## src/rtl/param_pipe_reg.sv

```systemverilog
// Multi-stage valid/ready register pipeline with bubble collapse, synchronous flush
// and a registered occupancy count; drop-in successor to the single enabled D-FF.
module param_pipe_reg #(
  parameter int unsigned            DATA_WIDTH  = 32,
  parameter int unsigned            STAGES      = 3,
  parameter logic [DATA_WIDTH-1:0]  RESET_VALUE = '0
) (
  input  logic                           i_clk,
  input  logic                           i_rst,
  input  logic                           i_flush,
  input  logic                           i_valid,
  output logic                           o_ready,
  input  logic [DATA_WIDTH-1:0]          i_data,
  output logic                           o_valid,
  input  logic                           i_ready,
  output logic [DATA_WIDTH-1:0]          o_data,
  output logic [$clog2(STAGES+1)-1:0]    o_count
);

  localparam int unsigned CW = $clog2(STAGES + 1);

  logic [STAGES-1:0]     r_valid;
  logic [DATA_WIDTH-1:0] r_data [STAGES];
  logic [CW-1:0]         r_count;

  logic [STAGES-1:0]     w_rdy;
  logic [STAGES-1:0]     w_up_valid;
  logic [DATA_WIDTH-1:0] w_up_data [STAGES];
  logic                  w_push;
  logic                  w_pop;

  // rdy[k] = !v[k] | rdy[k+1] unrolled: a stage may load unless it and every
  // stage after it is occupied while the consumer stalls.
  always_comb begin
    logic l_tail_full;
    l_tail_full = 1'b1;
    w_rdy       = '0;
    for (int unsigned j = 0; j < STAGES; j++) begin
      l_tail_full              = l_tail_full & r_valid[STAGES-1-j];
      w_rdy[STAGES-1-j]        = i_ready | !l_tail_full;
    end
  end

  always_comb begin
    w_up_valid    = '0;
    w_up_valid[0] = i_valid;
    w_up_data[0]  = i_data;
    for (int unsigned k = 1; k < STAGES; k++) begin
      w_up_valid[k] = r_valid[k-1];
      w_up_data[k]  = r_data[k-1];
    end
  end

  always_ff @(posedge i_clk or posedge i_rst) begin
    if (i_rst) begin
      r_valid <= '0;
      for (int unsigned k = 0; k < STAGES; k++) begin
        r_data[k] <= RESET_VALUE;
      end
    end else if (i_flush) begin
      r_valid <= '0;
    end else begin
      for (int unsigned k = 0; k < STAGES; k++) begin
        if (w_rdy[k]) begin
          r_valid[k] <= w_up_valid[k];
          if (w_up_valid[k]) begin
            r_data[k] <= w_up_data[k];
          end
        end
      end
    end
  end

  assign w_push = i_valid & o_ready;
  assign w_pop  = o_valid & i_ready;

  always_ff @(posedge i_clk or posedge i_rst) begin
    if (i_rst) begin
      r_count <= '0;
    end else if (i_flush) begin
      r_count <= '0;
    end else begin
      case ({w_push, w_pop})
        2'b10:   r_count <= r_count + CW'(1);
        2'b01:   r_count <= r_count - CW'(1);
        default: r_count <= r_count;
      endcase
    end
  end

  assign o_ready = w_rdy[0] & !i_flush;
  assign o_valid = r_valid[STAGES-1] & !i_flush;
  assign o_data  = r_data[STAGES-1];
  assign o_count = r_count;

endmodule

```

## config.mk

```make
export PLATFORM = sky130hd
export DESIGN_NAME = param_pipe_reg
export DESIGN_NICKNAME = d
export VERILOG_FILES = /design/src/rtl/param_pipe_reg.sv
export SDC_FILE = /design/constraint.sdc
export NUM_CORES = 1
export LEC_CHECK = 0
export CORE_ASPECT_RATIO = 2
export CORE_UTILIZATION = 50
export CTS_BUF_LIST = sky130_fd_sc_hd__clkbuf_8
export DETAILED_ROUTE_END_ITERATION = 12
export HOLD_SLACK_MARGIN = 0.08
export PLACE_DENSITY = 0.86
export SLEW_MARGIN = 30
export SYNTH_ARGS = -nofsm -noshare
export SYNTH_HDL_FRONTEND = slang
export SYNTH_SLANG_ARGS = --single-unit
```

## constraint.sdc

```tcl
create_clock -name i_clk -period 9.6 [get_ports i_clk]
set_input_delay 2.4 -clock i_clk [delete_from_list [all_inputs] [get_ports i_clk]]
set_output_delay 2.4 -clock i_clk [all_outputs]
set_load 0.005 [all_outputs]
```

# --- Word level (Yosys, flattened, before mapping) ---
# Cells that the tools add are included.
totals:
  register_bits: 101
  inputBits: 37
  out_inout_bits: 36
  word_cells: 38
classes:
  add_sub_neg: 2
  eq_ne: 2
  muxes: 6
  n_bitwise: 10
  n_reduce_logical: 11
ops:
  columns: ["cell", "n"]
  rows:
  - ["$reduce_and 3->1", 3]
  - ["$and 1x1->1", 6]
  - ["$reduce_bool 2->1", 3]
  - ["$logic_not 1->1", 4]
  - ["$pmux 2 s2", 1]
  - ["$mux 1", 3]
  - ["$mux 3", 1]
  - ["$or 1x1->1", 3]
  - ["$reduce_bool 3->1", 1]
  - ["$add 2x1->2 const B", 1]
  - ["$eq 2x1->1 const B", 1]
  - ["$eq 2x2->1 const B", 1]
  - ["$mux 2", 1]
  - ["$sub 2x1->2 const B", 1]
  - ["$not 1->1", 1]

# --- Depth between registers and ports, before layout ---
logic_depth:
  depth_word: 9
  mapped_depth: 5
  mapped_depth_nobuf: 4

# --- Worst setup path after synthesis ---
# No wires, ideal clock.
synth_path:
  path_type: "input port to output port"
  start: "input i_ready"
  end: "output o_ready"
  arrival_ps: 2780
  t_required_ps: 7200
  slack_ps: 4420
  stages: 2
  n_path_buf: 0
  path_cell_list: "and4b_4 > nor2_1"
synth_between:
  elab_chain_len: 2
synth_rtl:
  columns: ["item", "line_no", "source"]
  rows:
  - ["start, declared", "15", "input logic i_ready,"]
  - ["$or 1x1->1", "40", "w_rdy[STAGES-1-j] = i_ready | !l_tail_full;"]
  - ["$and 1x1->1", "91", "assign o_ready = w_rdy[0] & !i_flush;"]
  - ["end, declared", "12", "output logic o_ready,"]
# Every way passes these cells.

# --- Worst setup path in the final report ---
layout_path:
  start: "input i_flush"
  end: "output o_valid"
layout_between:
  elab_chain_len: 2
layout_rtl:
  columns: ["item", "line_no", "source"]
  rows:
  - ["start, declared", "10", "input logic i_flush,"]
  - ["$logic_not 1->1", "92", "assign o_valid = r_valid[STAGES-1] & !i_flush;"]
  - ["$and 1x1->1", "92", null]
  - ["end, declared", "14", "output logic o_valid,"]
# Every way passes these cells.

==> results.yml <==
worst_setup_path:
  endpoint_kind: "output port"
  critPathTopFamily: "buffers and inverters"
  cp-start-kind: "input pin"
  worst-path-buf-inv: 2
  critPathMaxStageDelay_ns: 0.67
  crit_start: "i_flush"
  critPathArrivalTime_ns: 3.78
  slowest_stage: "clkdlybuf4s50_1"
  cp.required_ns: 7.20
  reg2reg_slack_ns: 7.43
  crit_type: "input pin to output port"
  r2r_start: "r_valid[2]$_DFFE_PP0P_"
  crit_chain: "clkdlybuf4s50_1, nor2b_1, clkdlybuf4s50_1"
  path_max_fanout: 12
  cp_common_cell: "clkdlybuf4s50_1"
logic_synthesis:
  yosysSeqAreaShare_pct: 61.66
  synth_fa_ha_area_share_pct: 0
  yosys.area.top_type_share_pct: 61.66
  synth_area_um2: 4099
  synth_enable_flop_cells: 0
  async_flop_share_pct: 100.0
  muxShareOfSynthArea_pct: 26.37
  syn_avg_cell_area_um2: 15.18
  yosys.area_share.xor_xnor_pct: 0.2137
  synthCells: 270
  ys_ff_latch: 101
  synthTopCellsByCount: "101 x dfrtp_1, 94 x mux2_1, 38 x buf_4"
  synth_most_common_cell: "dfrtp_1"
  synth-simple-area-share_pct: 2.778
  yosys-top-cells-area: "dfrtp_1 62%, mux2_1 26%, buf_4 7.0%, nor2_1 0.73%, mux2_2 0.55%"
  synth_top_family_by_area: "multiplexers"
  synth-compound-area-share_pct: 1.252
  yosys.area.top_type: "dfrtp_1"
  synth_cell_type_count: 23
  synth_ff_type: "dfrtp_1"
  yosysWarnings: 0
  syn_nets: 307
status:
  status: "finished clean"
clocking:
  clock_latency_ns: 0.35
  cts_hold_buf: 0
  clk_path_buf_depth: 2
  cts.sinks: 101
  cts_root_buf: "clkbuf_8"
  htree_levels: 3
  cts_resized: 0
  cts_setup_buffers: 0
  path_clk_slew_ns: 0.08
  cts_made_buffers: 9
  cts_tree: "yes"
power_and_ir_drop:
  power_frac_comb_pct: 22.3
  intPower_mw: 0.8601
  p_sw_mw: 0.2675
  peakVddDrop_uv: 142.3
  p_seq_share_pct: 53.0
  p_per_area_nw_per_um2: 230.6
  power.share.clock_pct: 24.7
  p_leak_nw: 2.102
  switching_share_pct: 23.72
floorplan:
  fp.coreArea_um2: 7943
  start_util_pct: 51.61
  die_y_um: 130.0
  dieArea_um2: 8586
  rows: 46
  die_w_um: 66.02
  pin_count: 73
global_routing:
  grt_pass1_vias: 2197
  overflow: 0
  grt_util_met3_pct: 3.497
  grt_first_pass_wirelength_mm: 10.65
  grt_start_max_net_pins: 58
  grt_use_met1_pct: 18.67
  use_met2_pct: 30.19
  grt-busiest-layer: "met2"
  track_usage_pct: 16.92
  antenna_found_initial: 0
place:
  dp_cells: 399
  dpl.hpwl_mm: 4.530
  gp_congestion: 0.8211
  io_buffers: 72
sta:
  worst_slew_pin_slew_ns: 0.8977
  fin_crit_sh_pct: 64.38
  setup_viol: 0
  min_period_ns: 6.181
  max_freq_ghz: 0.1618
  rsz0062_at_grt: "false"
  clock_skew_ns: 0.009610
  report.final.slew_viol_count: 0
  hold_viol: 0
  finalSetupTns_ns: 0
  relSlewSlack_pct: 40.08
route:
  drtIter0Drc: 87
  routed_wl_mm: 6.557
  routedWlPerCell_um: 15.80
  first_pass_iters: 4
  vias: 2140
  ant_nets: 0
  drc: 0
  via_per_inst: 5.157
layout:
  drive_gt1_share_pct: 7.837
  finalNetCount: 351
  fill_cells: 640
  diodes: 0
  fin_cells: 415
  syn2layout_area_growth_pct: 19.32
min_path:
  hp-start: "r_data[92]$_DFFE_PP0P_"
  min-delay-path-class: "flip-flop to flip-flop"
run:
  drv_cap: 0
## kinds of logic after synthesis
logic type,count (synthesis)
simple gates,20
buf+inv,45
flops,101
compound gates,7
mux,96
xor+xnor,1
## metal layers
layer  up-vias  wire [um]
li1        979          -
met1      1108       2461
met2        43       3747
met3        10        212
met4         0        136
met5         -          0
## power by group through the flow
stage	clock network, mW	logic [mW]	registers (mW)
floorplan	0	0.185	0.586
global placement	0	0.245	0.602
detailed placement	0	0.257	0.608
CTS	0.290	0.258	0.599
global route	0.304	0.275	0.612
finish	0.279	0.251	0.598
## worst reg2reg max path, cell delays in order, from the launching register on
cell	delay, ns
dfrtp_1	0.42
and2b_1	0.23
nand2_1	0.10
nand3_2	0.69
mux2_1	0.62
## layout by cell type, fill, tap and decap left out, drive strengths merged
cell type / count
a21oi: 3
a2bb2oi: 1
and2: 1
and2b: 1
and4b: 1
buf: 3
bufinv: 2
clkbuf: 9
clkdlybuf4s50: 72
clkinv: 2
clkinvlp: 1
dfrtp: 101
inv: 5
mux2: 96
nand2: 3
nand3: 1
nor2: 8
nor2b: 1
nor3: 2
nor3b: 1
o2111ai: 1
o31ai: 1
o41a: 1
or3: 1
xnor2: 1
## sequential cells by signal, indices dropped and copies added (netlist names)
name     cells
o_count      2
o_data      32
r_data      64
r_valid      3
## cell type report
cell class | count | area [um^2] | area share (%)
Sequential cell | 101 | 2527 | 51.68
Multi-Input combinational cell | 124 | 1272 | 26.02
Timing Repair Buffer | 75 | 743.2 | 15.20
Clock buffer | 9 | 123.9 | 2.533
Tap cell | 96 | 120.1 | 2.456
Clock inverter | 7 | 90.09 | 1.842
Inverter | 3 | 13.76 | 0.2814
## metrics by stage
stage	power [mW]	worst slack [ns]	util, %	area, um^2	hold WS, ns
after detailed placement	0.8652	3.425	58.88	4677	0.4665
after global routing	1.192	3.375	61.58	4891	0.4921
after CTS	1.148	3.423	61.58	4891	0.4843
final	1.128	3.419	61.58	4891	0.4822
after floorplan	0.7713	4.420	-	4099	0.4503
after global placement	0.8470	3.422	58.88	4677	0.4578
## path summary, 6_finish.rpt
kind / end / cells past startpoint
worst max-delay path: o_valid / 3
worst min-delay path: r_data[92]$_DFFE_PP0P_ / 1
worst max register to register: r_data[50]$_DFFE_PP0P_ / 4
worst min register to register: r_data[92]$_DFFE_PP0P_ / 1
max in group asynchronous: r_data[61]$_DFFE_PP0P_ / 3
min in group asynchronous: r_data[95]$_DFFE_PP0P_ / 2
(Power assumes the default switching activity.)
